==> src/rtl/mips_cpu_ctrl_pkg.sv <==
// Shared encodings for the MIPS multicycle controller: FSM states, opcodes and ALUOp codes.
// Also used by the ALU control decoder.
package mips_cpu_ctrl_pkg;

    typedef enum logic [2:0] {
        ST_FETCH = 3'd0,
        ST_EXEC  = 3'd1,
        ST_MEM   = 3'd2,
        ST_WB    = 3'd3,
        ST_HALT  = 3'd4
    } state_t;

    localparam logic [5:0] OP_SPECIAL = 6'b000000;
    localparam logic [5:0] OP_REGIMM  = 6'b000001;
    localparam logic [5:0] OP_J       = 6'b000010;
    localparam logic [5:0] OP_JAL     = 6'b000011;
    localparam logic [5:0] OP_BEQ     = 6'b000100;
    localparam logic [5:0] OP_BNE     = 6'b000101;
    localparam logic [5:0] OP_BLEZ    = 6'b000110;
    localparam logic [5:0] OP_BGTZ    = 6'b000111;
    localparam logic [5:0] OP_ADDIU   = 6'b001001;
    localparam logic [5:0] OP_SLTI    = 6'b001010;
    localparam logic [5:0] OP_SLTIU   = 6'b001011;
    localparam logic [5:0] OP_ANDI    = 6'b001100;
    localparam logic [5:0] OP_ORI     = 6'b001101;
    localparam logic [5:0] OP_XORI    = 6'b001110;
    localparam logic [5:0] OP_LUI     = 6'b001111;
    localparam logic [5:0] OP_LW      = 6'b100011;
    localparam logic [5:0] OP_SW      = 6'b101011;

    localparam logic [3:0] ALUOP_ADD     = 4'b0000;
    localparam logic [3:0] ALUOP_SUB     = 4'b0001;
    localparam logic [3:0] ALUOP_RTYPE   = 4'b0010;
    localparam logic [3:0] ALUOP_AND     = 4'b0100;
    localparam logic [3:0] ALUOP_OR      = 4'b0101;
    localparam logic [3:0] ALUOP_XOR     = 4'b0110;
    localparam logic [3:0] ALUOP_SLT     = 4'b0111;
    localparam logic [3:0] ALUOP_BNE     = 4'b1000;
    localparam logic [3:0] ALUOP_BGTZ    = 4'b1001;
    localparam logic [3:0] ALUOP_BLEZ    = 4'b1010;
    localparam logic [3:0] ALUOP_BRANCHZ = 4'b1011;

endpackage

==> src/rtl/mips_cpu_ctrl_opdecode.sv <==
// Combinational opcode classifier: ALUOp plus memory/load/register-write attributes.
module mips_cpu_ctrl_opdecode
    import mips_cpu_ctrl_pkg::*;
(
    input  logic [5:0] opcode,
    output logic [3:0] alu_op,
    output logic       is_mem,
    output logic       is_load,
    output logic       writes_reg
);

    always_comb begin
        alu_op     = ALUOP_ADD;
        is_mem     = 1'b0;
        is_load    = 1'b0;
        writes_reg = 1'b0;
        case (opcode)
            OP_LW:      begin is_mem = 1'b1; is_load = 1'b1; end
            OP_SW:      is_mem = 1'b1;
            OP_ADDIU,
            OP_LUI,
            OP_JAL:     writes_reg = 1'b1;
            OP_J:       alu_op = ALUOP_ADD;
            OP_BEQ:     alu_op = ALUOP_SUB;
            OP_SPECIAL: begin alu_op = ALUOP_RTYPE; writes_reg = 1'b1; end
            OP_ANDI:    begin alu_op = ALUOP_AND;   writes_reg = 1'b1; end
            OP_ORI:     begin alu_op = ALUOP_OR;    writes_reg = 1'b1; end
            OP_XORI:    begin alu_op = ALUOP_XOR;   writes_reg = 1'b1; end
            OP_SLTI,
            OP_SLTIU:   begin alu_op = ALUOP_SLT;   writes_reg = 1'b1; end
            OP_BNE:     alu_op = ALUOP_BNE;
            OP_BGTZ:    alu_op = ALUOP_BGTZ;
            OP_BLEZ:    alu_op = ALUOP_BLEZ;
            OP_REGIMM:  alu_op = ALUOP_BRANCHZ;
            // Unknown opcodes fall through as a NOP that still commits the PC.
            default:    ;
        endcase
    end

endmodule

==> src/rtl/mips_cpu_ctrl_fsm.sv <==
// Multicycle FETCH/EXEC/MEM/WB sequencer with waitrequest stalls, halt and optional stall timeout.
// Define MIPS_CPU_CTRL_PERF_EN to add retired_cnt/stall_cnt performance counters.
module mips_cpu_ctrl_fsm
    import mips_cpu_ctrl_pkg::*;
#(
    parameter int WAIT_LIMIT = 0,
    parameter int WAIT_CNT_W = 8
) (
    input  logic        clk,
    input  logic        rst_n,
    input  logic [5:0]  instr_opcode,
    input  logic        mem_waitrequest,
    input  logic        next_pc_zero,
    output logic [3:0]  alu_op,
    output logic        mem_read,
    output logic        mem_write,
    output logic        ir_write,
    output logic        pc_write,
    output logic        reg_write,
    output logic        active,
`ifdef MIPS_CPU_CTRL_PERF_EN
    output logic [31:0] retired_cnt,
    output logic [31:0] stall_cnt,
`endif
    output logic        timeout
);

    localparam logic [WAIT_CNT_W-1:0] CNT_MAX = '1;
    localparam logic [31:0]           LIMIT_U = WAIT_LIMIT;

    state_t                state_q, state_d;
    logic [WAIT_CNT_W-1:0] wait_cnt_q, wait_cnt_d;
    logic                  timeout_q, timeout_d;

    logic [3:0] dec_alu_op;
    logic       dec_is_mem, dec_is_load, dec_writes_reg;
    logic [3:0] alu_op_c;
    logic       mem_read_c, mem_write_c, ir_write_c, pc_write_c, reg_write_c;
    logic       stall_c;

    mips_cpu_ctrl_opdecode u_opdecode (
        .opcode     (instr_opcode),
        .alu_op     (dec_alu_op),
        .is_mem     (dec_is_mem),
        .is_load    (dec_is_load),
        .writes_reg (dec_writes_reg)
    );

    always_comb begin
        state_d     = state_q;
        wait_cnt_d  = wait_cnt_q;
        timeout_d   = timeout_q;
        alu_op_c    = ALUOP_ADD;
        mem_read_c  = 1'b0;
        mem_write_c = 1'b0;
        ir_write_c  = 1'b0;
        pc_write_c  = 1'b0;
        reg_write_c = 1'b0;
        stall_c     = 1'b0;

        case (state_q)
            ST_FETCH: begin
                mem_read_c = 1'b1;
                if (mem_waitrequest) begin
                    stall_c = 1'b1;
                end else begin
                    ir_write_c = 1'b1;
                    state_d    = ST_EXEC;
                end
            end
            ST_EXEC: begin
                alu_op_c = dec_alu_op;
                if (dec_is_mem) begin
                    state_d = ST_MEM;
                end else begin
                    reg_write_c = dec_writes_reg;
                    pc_write_c  = 1'b1;
                    state_d     = next_pc_zero ? ST_HALT : ST_FETCH;
                end
            end
            ST_MEM: begin
                mem_read_c  = dec_is_load;
                mem_write_c = ~dec_is_load;
                if (mem_waitrequest) begin
                    stall_c = 1'b1;
                end else if (dec_is_load) begin
                    state_d = ST_WB;
                end else begin
                    pc_write_c = 1'b1;
                    state_d    = next_pc_zero ? ST_HALT : ST_FETCH;
                end
            end
            ST_WB: begin
                reg_write_c = 1'b1;
                pc_write_c  = 1'b1;
                state_d     = next_pc_zero ? ST_HALT : ST_FETCH;
            end
            ST_HALT: ;
            default: state_d = ST_FETCH;
        endcase

        // Counter holds the number of earlier consecutive stall cycles in this access.
        if (stall_c) begin
            if (wait_cnt_q != CNT_MAX) begin
                wait_cnt_d = wait_cnt_q + 1'b1;
            end
            if (WAIT_LIMIT != 0 && (32'(wait_cnt_q) + 32'd1) >= LIMIT_U) begin
                state_d   = ST_HALT;
                timeout_d = 1'b1;
            end
        end else begin
            wait_cnt_d = '0;
        end
    end

    always_ff @(posedge clk) begin
        if (!rst_n) begin
            state_q    <= ST_FETCH;
            wait_cnt_q <= '0;
            timeout_q  <= 1'b0;
        end else begin
            state_q    <= state_d;
            wait_cnt_q <= wait_cnt_d;
            timeout_q  <= timeout_d;
        end
    end

    // Strobes are forced low while reset is asserted so no access leaks out mid-reset.
    assign alu_op    = rst_n ? alu_op_c : ALUOP_ADD;
    assign mem_read  = rst_n & mem_read_c;
    assign mem_write = rst_n & mem_write_c;
    assign ir_write  = rst_n & ir_write_c;
    assign pc_write  = rst_n & pc_write_c;
    assign reg_write = rst_n & reg_write_c;
    assign active    = (state_q != ST_HALT);
    assign timeout   = timeout_q;

`ifdef MIPS_CPU_CTRL_PERF_EN
    logic [31:0] retired_q, retired_d;
    logic [31:0] stalls_q, stalls_d;

    always_comb begin
        retired_d = retired_q + {31'd0, pc_write_c};
        stalls_d  = stalls_q + {31'd0, stall_c};
    end

    always_ff @(posedge clk) begin
        if (!rst_n) begin
            retired_q <= '0;
            stalls_q  <= '0;
        end else begin
            retired_q <= retired_d;
            stalls_q  <= stalls_d;
        end
    end

    assign retired_cnt = retired_q;
    assign stall_cnt   = stalls_q;
`endif

endmodule

==> config.mk <==
export PLATFORM = sky130hd
export DESIGN_NAME = mips_cpu_ctrl_fsm
export DESIGN_NICKNAME = d
export VERILOG_FILES = /design/src/rtl/mips_cpu_ctrl_pkg.sv /design/src/rtl/mips_cpu_ctrl_opdecode.sv /design/src/rtl/mips_cpu_ctrl_fsm.sv
export SDC_FILE = /design/constraint.sdc
export NUM_CORES = 1
export LEC_CHECK = 0
export BUFFER_PORTS_ARGS = -buffer_cell sky130_fd_sc_hd__clkbuf_2
export CORE_AREA = 2 2 39 41
export CTS_CLUSTER_SIZE = 25
export DETAILED_ROUTE_END_ITERATION = 16
export DIE_AREA = 0 0 41 43
export PLACE_DENSITY_LB_ADDON = 0.15
export SLEW_MARGIN = 40
export SYNTH_ARGS = -nofsm -noshare
export SYNTH_HDL_FRONTEND = slang
export SYNTH_SLANG_ARGS = --single-unit
==> constraint.sdc <==
create_clock -name clk -period 1.2 [get_ports clk]
set_input_delay 0 -clock clk [delete_from_list [all_inputs] [get_ports clk]]
set_output_delay 0 -clock clk [all_outputs]
set_load 0.005 [all_outputs]
Yosys cells after proc, flatten, opt, wreduce, memory -nomap -nowiden
Index checks and enable logic that the tools add are counted.
{"block": "totals", "out_inout_bits": 11, "input_bits": 10, "elab_cells": 58, "register_bits": 3}
{"block": "op_classes", "n_bitwise": 7, "n_mux": 22, "n_reduce_logical": 6, "eq_ne": 22}
{"op": "equality test 6 x 4 -> 1 bit, second input constant", "n": 7}
{"op": "case mux 4 bit (10 select lines)", "n": 1}
{"op": "equality test 6 x 3 -> 1 bit, second input constant", "n": 4}
{"op": "2-to-1 mux 3 bit", "n": 5}
{"op": "case mux 3 bit (5 select lines)", "n": 1}
{"op": "equality test 6 bit, second input constant", "n": 2}
{"op": "2-to-1 mux 1 bit", "n": 10}
{"op": "OR reduction 9 bit", "n": 1}
{"op": "2-to-1 mux 4 bit", "n": 2}
{"op": "equality test 3 x 2 -> 1 bit, second input constant", "n": 2}
{"op": "equality test 6 x 1 -> 1 bit, second input constant", "n": 1}
{"op": "equality test 6 x 2 -> 1 bit, second input constant", "n": 1}
{"op": "zero test 6 bit", "n": 1}
{"op": "bitwise AND 1 bit", "n": 5}
{"op": "inequality test 2 bit, second input constant", "n": 2}
{"op": "case mux 1 bit (2 select lines)", "n": 2}
{"op": "OR reduction 2 bit", "n": 2}
{"op": "equality test 3 x 1 -> 1 bit, second input constant", "n": 1}
{"op": "equality test 3 bit, second input constant", "n": 1}
{"op": "zero test 3 bit", "n": 1}
{"op": "inequality test 3 bit, second input constant", "n": 1}
{"op": "case mux 1 bit (3 select lines)", "n": 1}
{"op": "AND reduction 3 bit", "n": 1}
{"op": "NOT 1 bit", "n": 2}

Logic depth before layout (Yosys ltp)
Gate-level depths: netlist of the first run.
{"block": "depth", "ltp_word": 6, "ltp_mapped": 5, "ltp_nobuf": 4}

Cells and area by module
From an unflattened synthesis of the first run, not the netlist that was laid out.
{"block": "hier_totals", "hier_cells": 58, "area_unflattened_um2": 449.2}
{"mod": "mips_cpu_ctrl_fsm", "seq_area_each_um2": 60.1, "cells_each": 31, "area_per_inst_um2": 230.2, "instances": 1}
{"mod": "mips_cpu_ctrl_opdecode", "seq_area_each_um2": 0.0, "cells_each": 27, "area_per_inst_um2": 219.0, "instances": 1}

Least setup slack after synthesis of the first run
OpenSTA, ideal clock, no wires.
{"block": "synth_path", "path_kind": "flip-flop to flip-flop", "start": "register state_q[2]", "end": "register state_q[1]", "required_time_ps": 1079, "arrival_time_ps": 855, "n_path_buf": 0, "period_less_slack_ps": 976, "setup_slack_ps": 224, "path_stages_with_launch": 4, "setup_time_ps": 121, "path_cell_list": "dfxtp_1 nand2b_1 nor2_1 a2bb2o_1"}
{"block": "synth_between", "elab_chain_cells": 3, "word_cells_on_any_way": 10}
{"item": "from (decl)", "line_no": "mips_cpu_ctrl_fsm.sv:31", "source": "state_t state_q, state_d;"}
{"item": "from (signal assigned)", "line_no": "mips_cpu_ctrl_fsm.sv:122", "source": "state_q <= state_d;"}
{"item": "equality test 3 x 2 -> 1 bit (tied with other cells)", "line_no": "mips_cpu_ctrl_fsm.sv:61", "source": "case (state_q)"}
{"item": "inequality test 2 bit (no source line) or NOT 1 bit (tied branches)"}
{"item": "AND reduction 3 bit (no source line)"}
Several ways; a longest one is shown, not always the timed one.
A chain may end at the register's enable or synchronous reset.

Worst setup path after layout of the first run
{"block": "layout_path", "start": "register state_q[2]", "end": "output port alu_op[1]"}
{"block": "layout_between", "elab_chain_cells": 3}
{"item": "equality test 3 x 1 -> 1 bit", "line_no": "mips_cpu_ctrl_fsm.sv:61"}
{"item": "2-to-1 mux 4 bit", "line_no": "mips_cpu_ctrl_fsm.sv:61"}
{"item": "2-to-1 mux 4 bit", "line_no": "mips_cpu_ctrl_fsm.sv:129", "source": "assign alu_op = rst_n ? alu_op_c : ALUOP_ADD;"}
{"item": "to (decl)", "line_no": "mips_cpu_ctrl_fsm.sv:14", "source": "output logic [3:0] alu_op,"}
Every way passes these cells.

==> results of run 1 <==
## critical path, delay by kind of cell (launching register included)
kind / cells / cell delay (ns)
buf+inv: 2 / 0.32
flops: 1 / 0.32
simple gates: 3 / 0.39
## worst min path at each step
stage                  to  depth (start not counted)  slack, ns            start
5_1_grt        state_q[0]                          2      0.009  mem_waitrequest
2_1_floorplan    ir_write                          1       0.03  mem_waitrequest
3_3_place_gp   state_q[0]                          2       0.26  mem_waitrequest
3_5_place_dp   state_q[0]                          2       0.25  mem_waitrequest
4_1_cts        state_q[0]                          2      0.005  mem_waitrequest
6_report       state_q[0]                          2       0.01  mem_waitrequest
## timing repair
item                       CTS  global route
pin swaps                    5             3
setup endpoints to repair    3             7
buffers inserted             1             1
gates resized for setup      3            10
## per-stage QoR
| step | std cells | cell area (um2) | util, % | setup slack, ns |
|---|---|---|---|---|
| after floorplan | 61 | 418 | - | 0.224 |
| after global placement | 95 | 523 | 37.8 | 0.141 |
| after detailed placement | 95 | 523 | 37.8 | 0.126 |
| after CTS | 100 | 561 | 40.5 | -0.0671 |
| after global routing | 101 | 592 | 42.8 | -0.169 |
| final | 101 | 592 | 42.8 | -0.0702 |
## logic make-up (layout without fill, tap and decap cells)
group,Yosys count,in the layout,synth area share (%)
flops,3,3,14.4
other cells,1,1,0.897
simple gates,33,33,46.4
compound gates,16,16,24.9
xor+xnor,1,1,2.10
buf+inv,7,31,11.4
## power breakdown
group | switching [uW] | total, uW | leakage [uW] | internal (uW)
logic | 74.3 | 134 | 0.000215 | 60.1
clock network | 46.2 | 170 | 0.0000150 | 124
registers | 3.85 | 109 | 0.0000254 | 105
total | 124 | 414 | 0.000255 | 289
## cells in the final DEF, fill, tap and decap left out, types with 2 or more instances in the layout
cell type / Yosys / final
nor3_2: 1 / 2
a21oi_1: 5 / 5
dfxtp_2: 0 / 2
nor2b_1: 3 / 2
o21ai_0: 3 / 3
clkbuf_4: 0 / 3
nand2_1: 3 / 3
a211oi_2: 0 / 2
nor3_1: 3 / 2
buf_4: 1 / 6
nor2_1: 10 / 10
nand3_1: 4 / 4
buf_2: 2 / 4
clkbuf_2: 0 / 15
## layout make-up
cell class,count,area (um2)
Multi-Input combinational cell,51,335
Timing Repair Buffer,25,140
Inverter,2,7.51
Sequential cell,3,62.6
Fill cell,160,792
Tap cell,16,20.0
Clock buffer,4,26.3
## routing by layer
| layer | vias to the layer above | track usage, % |
|---|---|---|
| met5 | - | 0 |
| met4 | 0 | 6.00 |
| met3 | 0 | 3.14 |
| met2 | 13 | 20.0 |
| met1 | 209 | 14.7 |
| li1 | 263 | - |
==> results.py, run 1 <==
metrics = {
    "status": {
        "outcome": "complete, but fails checks",
        "violations": "negative setup slack",
    },
    "placed_design": {
        "place.gp.congestion": 0.745,
        "port_buffers": 19,
        "hpwlAfterDp_um": 758,
    },
    "floorplan": {
        "die_area_um2": 1760,
        "placementRows": 14,
        "core_um2": 1380,
        "die_y_um": 43,
        "start_util_pct": 30.2,
        "die_w_um": 41,
        "io_pins": 21,
    },
    "synth": {
        "yosys_warnings": 0,
        "syn_nets": 71,
        "yosysUniqueCellTypes": 28,
        "synthTopCellsByCount": "nor2_1 (10), a21oi_1 (5), nand3_1 (4)",
        "synth-seq-cells": 3,
        "yosysSeqAreaShare_pct": 14.4,
        "mappedNetlistArea_um2": 418,
        "synth-edff-count": 0,
        "synth_top_area_share_pct": 14.4,
        "syn_avg_cell_area_um2": 6.85,
        "syn_inst": 61,
        "synthFlopType": "dfxtp_1",
        "yosysMostFrequentCell": "nor2_1",
        "yosys.area.top_type": "dfxtp_1",
        "async_flop_share_pct": 0,
        "synthTopCellsByArea": "dfxtp_1 (14%), nor2_1 (9.0%), a21oi_1 (6.0%)",
    },
    "pwr": {
        "power_density_nw_per_um2": 699,
        "ir_drop_uv": 428,
        "p_total_uw": 414,
        "leakagePower_uw": 0.000255,
    },
    "global_route": {
        "antenna_found_initial": 0,
        "grt_pass1_wl_um": 1510,
        "grt_use_total_pct": 12.5,
        "grt_pass1_vias": 395,
        "grt_max_degree": 12,
        "grt_overflow": 0,
    },
    "worst_setup_path": {
        "crit_type": "register to output port",
        "reg2reg_to": "state_q[1]",
        "rrSetupSlack_ns": 0.21,
        "max_stage_delay_ns": 0.32,
        "crit_path_start_kind": "register",
        "cp-startpoint": "state_q[2]",
        "crit_path_top_delay_cell": "dfxtp_2",
        "cp.required_ns": 1.20,
        "end_kind": "output port",
        "rr_worst_depth": 4,
        "cp_max_fo": 4,
        "critPathArrivalTime_ns": 1.27,
        "endpoint": "alu_op[1]",
        "worstReg2RegStart": "state_q[2]",
        "cp_cell_sequence": "nor2b_2, nand4_1, buf_4, nor2_1, buf_2",
    },
    "clock_tree": {
        "cts_buffers": 3,
        "clock-sinks": 3,
        "clk_pin_slew_worst_paths_ns": 0.03,
        "clock_path_buffers": 2,
        "cts-hold-fix-buffers": 0,
        "cts_root_buf": "clkbuf_4",
        "clock_latency_ns": 0.23,
        "cts_tree": "yes",
        "h-tree-depth": 1,
    },
    "sta": {
        "period_share_pct": 106,
        "fin_ws_ns": -0.0702,
        "skew_ns": 0.00116,
        "tns_ns": -0.126,
        "rsz0062_at_grt": "true",
        "setup_viol": 4,
        "fin_crit_ns": 1.27,
        "final_hold_viol_count": 0,
        "max_freq_mhz": 787,
        "slew_violations": 0,
        "timing.hold.ws_ns": 0.0148,
    },
    "drt": {
        "vias": 485,
        "route.detailed.drc": 0,
        "vias_per_cell": 4.80,
        "wl_met2_um": 484,
        "route.met3.wl_um": 48,
        "wl_um": 1020,
        "postRouteAntennaNets": 0,
        "dr.pass1.iters": 4,
        "highest_layer": "met3",
        "drt_iter0_markers": 12,
        "wl_met1_um": 484,
        "avgRoutedWirePerCell_um": 10.1,
    },
    "cells_and_area": {
        "diodes": 0,
        "reg_top3": "state_q (3)",
        "top_register": "state_q",
        "largest_register_ffs": 3,
        "syn_to_final_growth_pct": 41.6,
        "nNetsFinal": 96,
        "layout-drive-gt1-share_pct": 48.2,
    },
    "job": {
        "cap_violations": 0,
    },
    "worst_hold_path": {
        "hold_path.class": "input port to register",
    },
}
Note: power is estimated with default switching activity, not from simulation.
==> run 2, diff against run 1 <==
CELL_PAD_IN_SITES_DETAIL_PLACEMENT = 0   (was not set)
CELL_PAD_IN_SITES_GLOBAL_PLACEMENT = 2   (was not set)
CORE_AREA = 2 2 48 50   (was 2 2 39 41)
DIE_AREA = 0 0 50 52   (was 0 0 41 43)
==> run 2 against run 1 <==
  * First-iteration DRC count decreased by 50%
  * Critical path depth decreased by 1
  * Routed wire length increased by 21%
  * Register-to-register slack got worse by 0.10 ns
  * Critical endpoint is now alu_op[0]
  * Setup slack improved by 0.044 ns
  * The run still ends with negative setup slack left
  * Fmax increased by 3.6%
  * Worst hold slack improved by 0.028 ns
  * Highest routed layer unchanged
==> results.py, run 2 (synthesis gave the netlist of run 1 again) <==
metrics = {
    "status": {
        "outcome": "complete, but fails checks",
        "violations": "negative setup slack",
    },
    "drt": {
        "route.detailed.drc": 0,
        "wl_met1_um": 565,
        "route.met3.wl_um": 53,
        "wl_met2_um": 607,
        "drt_iter0_markers": 6,
        "avgRoutedWirePerCell_um": 10.6,
        "vias_per_cell": 4.59,
        "dr.pass1.iters": 4,
        "postRouteAntennaNets": 0,
        "vias": 533,
        "highest_layer": "met3",
        "wl_um": 1230,
    },
    "global_route": {
        "grt_use_total_pct": 9.74,
        "grt_pass1_wl_um": 1990,
        "grt_overflow": 0,
        "grt_max_degree": 12,
        "antenna_found_initial": 0,
        "grt_pass1_vias": 503,
    },
    "worst_setup_path": {
        "reg2reg_to": "state_q[2]",
        "cp-startpoint": "state_q[2]",
        "crit_path_start_kind": "register",
        "cp_max_fo": 4,
        "cp.required_ns": 1.20,
        "worstReg2RegStart": "state_q[1]",
        "rr_worst_depth": 5,
        "end_kind": "output port",
        "rrSetupSlack_ns": 0.11,
        "endpoint": "alu_op[0]",
        "critPathArrivalTime_ns": 1.23,
        "crit_type": "register to output port",
    },
    "clock_tree": {
        "h-tree-depth": 1,
        "cts_buffers": 3,
        "clk_pin_slew_worst_paths_ns": 0.04,
        "clock-sinks": 3,
        "clock_latency_ns": 0.23,
        "clock_path_buffers": 2,
        "cts_tree": "yes",
        "cts_root_buf": "clkbuf_4",
    },
    "cells_and_area": {
        "stdcell_area_um2": 628,
        "reg_top3": "state_q (3)",
        "nNetsFinal": 99,
        "diodes": 0,
        "multiInputGateArea_um2": 333,
        "syn_to_final_growth_pct": 50.3,
        "largest_register_ffs": 3,
        "layoutNonFillerInstCount": 116,
        "layout_common_cells": "clkbuf_2 (12), nor2_1 (10), buf_4 (8)",
        "fillerInstances": 245,
        "seqCellArea_um2": 61.3,
        "final_util_pct": 29.8,
        "top_register": "state_q",
        "layout-drive-gt1-share_pct": 46.6,
        "final_common_cell": "clkbuf_2",
    },
    "pwr": {
        "leakagePower_uw": 0.000273,
        "combPwrFrac_pct": 33.4,
        "pwr-share-clk_pct": 41.1,
        "net-switching-power_uw": 134,
        "power_density_nw_per_um2": 684,
        "seqPwrFrac_pct": 25.5,
        "p_int_uw": 296,
        "ir_drop_uv": 505,
        "switching_share_pct": 31.2,
    },
    "sta": {
        "setup_viol": 3,
        "rsz0062_at_grt": "true",
        "fin_ws_ns": -0.0259,
        "fin_crit_ns": 1.23,
        "period_share_pct": 102,
        "slew_violations": 0,
        "skew_ns": 0.000247,
        "max_freq_mhz": 816,
        "final_hold_viol_count": 0,
    },
    "floorplan": {
        "core_um2": 2110,
        "placementRows": 17,
        "io_pins": 21,
        "start_util_pct": 19.8,
        "die_w_um": 50,
        "die_y_um": 52,
        "die_area_um2": 2600,
    },
    "placed_design": {
        "post_dp_cell_area_um2": 546,
        "place.gp.congestion": 0.731,
        "dp.cells": 108,
        "hpwlAfterDp_um": 888,
        "port_buffers": 19,
    },
    "job": {
        "cap_violations": 0,
    },
    "worst_hold_path": {
        "hold_path.class": "input port to register",
    },
}
run 2: cell count changes in the layout (fill, tap and decap cells not counted), sizes merged:
cell         change
buf              +5
clkbuf           -3
dlygate4sd3      +1
run 2: worst min path at each step:
| stage | from | end | slack [ns] | cells past startpoint |
|---|---|---|---|---|
| floorplan | mem_waitrequest | ir_write | 0.03 | 1 |
| CTS | mem_waitrequest | state_q[0] | 0.005 | 2 |
| detailed placement | mem_waitrequest | state_q[0] | 0.26 | 2 |
| global placement | mem_waitrequest | state_q[0] | 0.26 | 2 |
| finish | next_pc_zero | state_q[2] | 0.04 | 3 |
| global route | next_pc_zero | state_q[2] | 0.06 | 3 |
run 2: cell type report:
type	count	share of cell area, %
multi-input cells	51	53.0
repair buffers	28	26.3
flip-flops and latches	3	9.76
well taps	28	5.58
clock buffers	4	4.18
inverters	2	1.20
run 2: metrics by stage:
step / hold slack (ns) / TNS (ns) / setup slack (ns) / total power (uW)
2_1_floorplan: 0.0341 / 0 / 0.224 / 194
3_3_place_gp: 0.264 / 0 / 0.138 / 244
3_5_place_dp: 0.257 / 0 / 0.108 / 242
4_1_cts: 0.00490 / -0.214 / -0.124 / 438
5_1_grt: 0.0560 / -0.581 / -0.149 / 460
6_report: 0.0426 / -0.0498 / -0.0259 / 429
run 2: metal layers:
metal  vias to the layer above  GRT usage (%)
met3                         0           2.30
li1                        270              -
met4                         0           4.17
met1                       250           12.1
met5                         -              0
met2                        13           16.0
run 2: timing repair:
action / in CTS / in global routing
hold buffers: 0 / 1
gates resized for setup: 5 / 9
hold endpoints to repair: 0 / 1
endpoints found under the setup margin: 6 / 8
setup buffers: 3 / 0
pin swaps: 3 / 2
run 2: worst max-delay path: stages, from the launching register on:
cell,delay (ns)
dfxtp_2,0.32
nor2b_2,0.12
nand4_1,0.21
a211oi_2,0.20
buf_2,0.14
run 2: power groups by stage:
stage	Sequential, uW	Clock, uW	Combinational, uW
floorplan	108	0	85.4
global placement	111	0	133
global route	110	192	158
detailed placement	111	0	132
finish	109	177	144
CTS	109	189	140
==> run 3, diff against run 2 <==
--- a/config.mk
+++ b/config.mk
@@ -8,2 +8,3 @@
 export BUFFER_PORTS_ARGS = -buffer_cell sky130_fd_sc_hd__clkbuf_2
+export CAP_MARGIN = 20
 export CELL_PAD_IN_SITES_DETAIL_PLACEMENT = 0
==> constraint.sdc (replaced) <==
create_clock -name clk -period 1.2 [get_ports clk]
set_input_delay 0.24 -clock clk [delete_from_list [all_inputs] [get_ports clk]]
set_output_delay 0.24 -clock clk [all_outputs]
set_load 0.005 [all_outputs]
==> run 3 against run 2 <==
  * The run still ends with negative setup slack left
  * Critical path type unchanged
  * Count of clock-buffer cells in the layout stayed put
  * Core utilization increased by 11 points
  * Sequential power about the same
  * Sequential share of layout area decreased by 2.4 points
  * Die area unchanged
  * Critical endpoint unchanged
  * Combinational power is 49% higher
==> results.py, run 3 (synthesis gave the netlist of run 1 again) <==
metrics = {
    "clock_tree": {
        "h-tree-depth": 1,
        "clock_path_buffers": 2,
        "cts-hold-fix-buffers": 0,
        "cts_root_buf": "clkbuf_4",
        "cts_tree": "yes",
        "clock-sinks": 3,
        "clk_pin_slew_worst_paths_ns": 0.03,
        "cts_buffers": 3,
        "clock_latency_ns": 0.23,
    },
    "cells_and_area": {
        "top_register": "state_q",
        "multiInputGateArea_um2": 379,
        "final_common_cell": "buf_4",
        "reg_top3": "state_q (3)",
        "largest_register_ffs": 3,
        "fillerInstances": 225,
        "stdcell_area_um2": 863,
        "final_util_pct": 41.0,
        "syn_to_final_growth_pct": 107,
        "seqCellArea_um2": 63.8,
        "layoutNonFillerInstCount": 136,
        "diodes": 0,
        "layout_common_cells": "buf_4 (23), buf_2 (11), nor2_1 (9)",
        "nNetsFinal": 119,
        "layout-drive-gt1-share_pct": 65.7,
    },
    "sta": {
        "max_freq_mhz": 692,
        "slew_violations": 0,
        "skew_ns": 0.000428,
        "period_share_pct": 120,
        "fin_crit_ns": 1.44,
        "rsz0062_at_grt": "true",
        "setup_viol": 10,
        "fin_ws_ns": -0.245,
        "final_hold_viol_count": 0,
    },
    "placed_design": {
        "port_buffers": 19,
        "dp.cells": 125,
        "place.gp.congestion": 0.705,
        "dp_slack_ns": -0.196,
        "hpwlAfterDp_um": 1010,
        "post_dp_cell_area_um2": 673,
    },
    "global_route": {
        "grt_pass1_wl_um": 2330,
        "grt_max_degree": 12,
        "grt_use_total_pct": 11.5,
        "grt_overflow": 0,
        "antenna_found_initial": 0,
        "grt_pass1_vias": 549,
    },
    "worst_setup_path": {
        "cp.required_ns": 0.96,
        "reg2reg_to": "state_q[1]",
        "endpoint": "alu_op[0]",
        "end_kind": "output port",
        "critPathArrivalTime_ns": 1.20,
        "worstReg2RegStart": "state_q[0]",
        "rrSetupSlack_ns": 0.16,
        "crit_path_start_kind": "register",
        "crit_type": "register to output port",
        "rr_worst_depth": 4,
        "cp_max_fo": 4,
        "cp-startpoint": "state_q[2]",
    },
    "floorplan": {
        "core_um2": 2110,
        "die_area_um2": 2600,
        "die_w_um": 50,
        "die_y_um": 52,
        "io_pins": 21,
        "start_util_pct": 19.8,
        "placementRows": 17,
    },
    "drt": {
        "dr.pass1.iters": 3,
        "avgRoutedWirePerCell_um": 10.2,
        "route.detailed.drc": 0,
        "postRouteAntennaNets": 0,
        "drt_iter0_markers": 3,
        "vias_per_cell": 4.24,
        "vias": 577,
        "wl_um": 1390,
    },
    "status": {
        "outcome": "complete, but fails checks",
        "violations": "negative setup slack",
    },
    "pwr": {
        "leakagePower_uw": 0.000398,
        "power_density_nw_per_um2": 574,
        "ir_drop_uv": 373,
        "p_total_uw": 495,
    },
    "job": {
        "cap_violations": 0,
    },
    "worst_hold_path": {
        "hold_path.class": "input port to register",
    },
}
==> run 3: cell types whose count changed in the layout (fill, tap and decap cells not counted), sizes merged <==
| cell | change |
|---|---|
| buf | +26 |
| clkbuf | -5 |
| dlygate4sd3 | -1 |
==> run 3: layout make-up <==
cell class	count	share of cell area (%)
Clock buffer	4	3.04
Inverter	2	0.870
Multi-Input combinational cell	51	43.9
Sequential cell	3	7.39
Tap cell	28	4.06
Timing Repair Buffer	48	40.7
==> run 3: power breakdown <==
group          switching, uW  total [uW]  internal, uW
Clock                   48.3         173           124
Sequential              3.45         109           105
Combinational           95.4         214           118
==> run 3: worst max-delay path: stages, from the launching register on <==
cell and delay [ns]:
dfxtp_2 0.31, nor2b_2 0.13, nand4_1 0.10, buf_6 0.15, a211oi_2 0.14, buf_2 0.14
==> run 3: metrics by stage <==
stage                     hold slack [ns]  setup TNS [ns]
after detailed placement            0.523           -1.60
final                               0.279           -1.72
after global routing                0.346           -2.38
after global placement              0.534           -1.52
after CTS                           0.276           -2.03
after floorplan                     0.314         -0.0620
==> run 3: worst min-delay path by stage <==
stage                    startpoint         end  cells past startpoint
floorplan           mem_waitrequest  state_q[0]                      1
finish                 next_pc_zero  state_q[2]                      3
CTS                    next_pc_zero  state_q[2]                      3
detailed placement     next_pc_zero  state_q[2]                      3
global route        mem_waitrequest  state_q[0]                      3
global placement       next_pc_zero  state_q[2]                      3
==> run 3: repair_timing <==
| action | 4_1_cts | 5_1_grt |
|---|---|---|
| pin swaps | 7 | 9 |
| buffers inserted | 1 | 5 |
| hold endpoints to repair | 0 | 0 |
| gates resized for setup | 17 | 26 |
| cloned | 0 | 1 |
| endpoints found under the setup margin | 10 | 10 |
==> run 3: layer usage <==
layer  global-route usage (%)  vias to the layer above  part of all wire [%]  routed length [um]
li1                         -                      310                     -                   -
met1                     15.1                      256                    49                 676
met2                     18.2                       11                    49                 677
met3                     2.01                        0                   2.7                  37
met4                     5.56                        0                     0                   0
met5                        0                        -                     0                   0
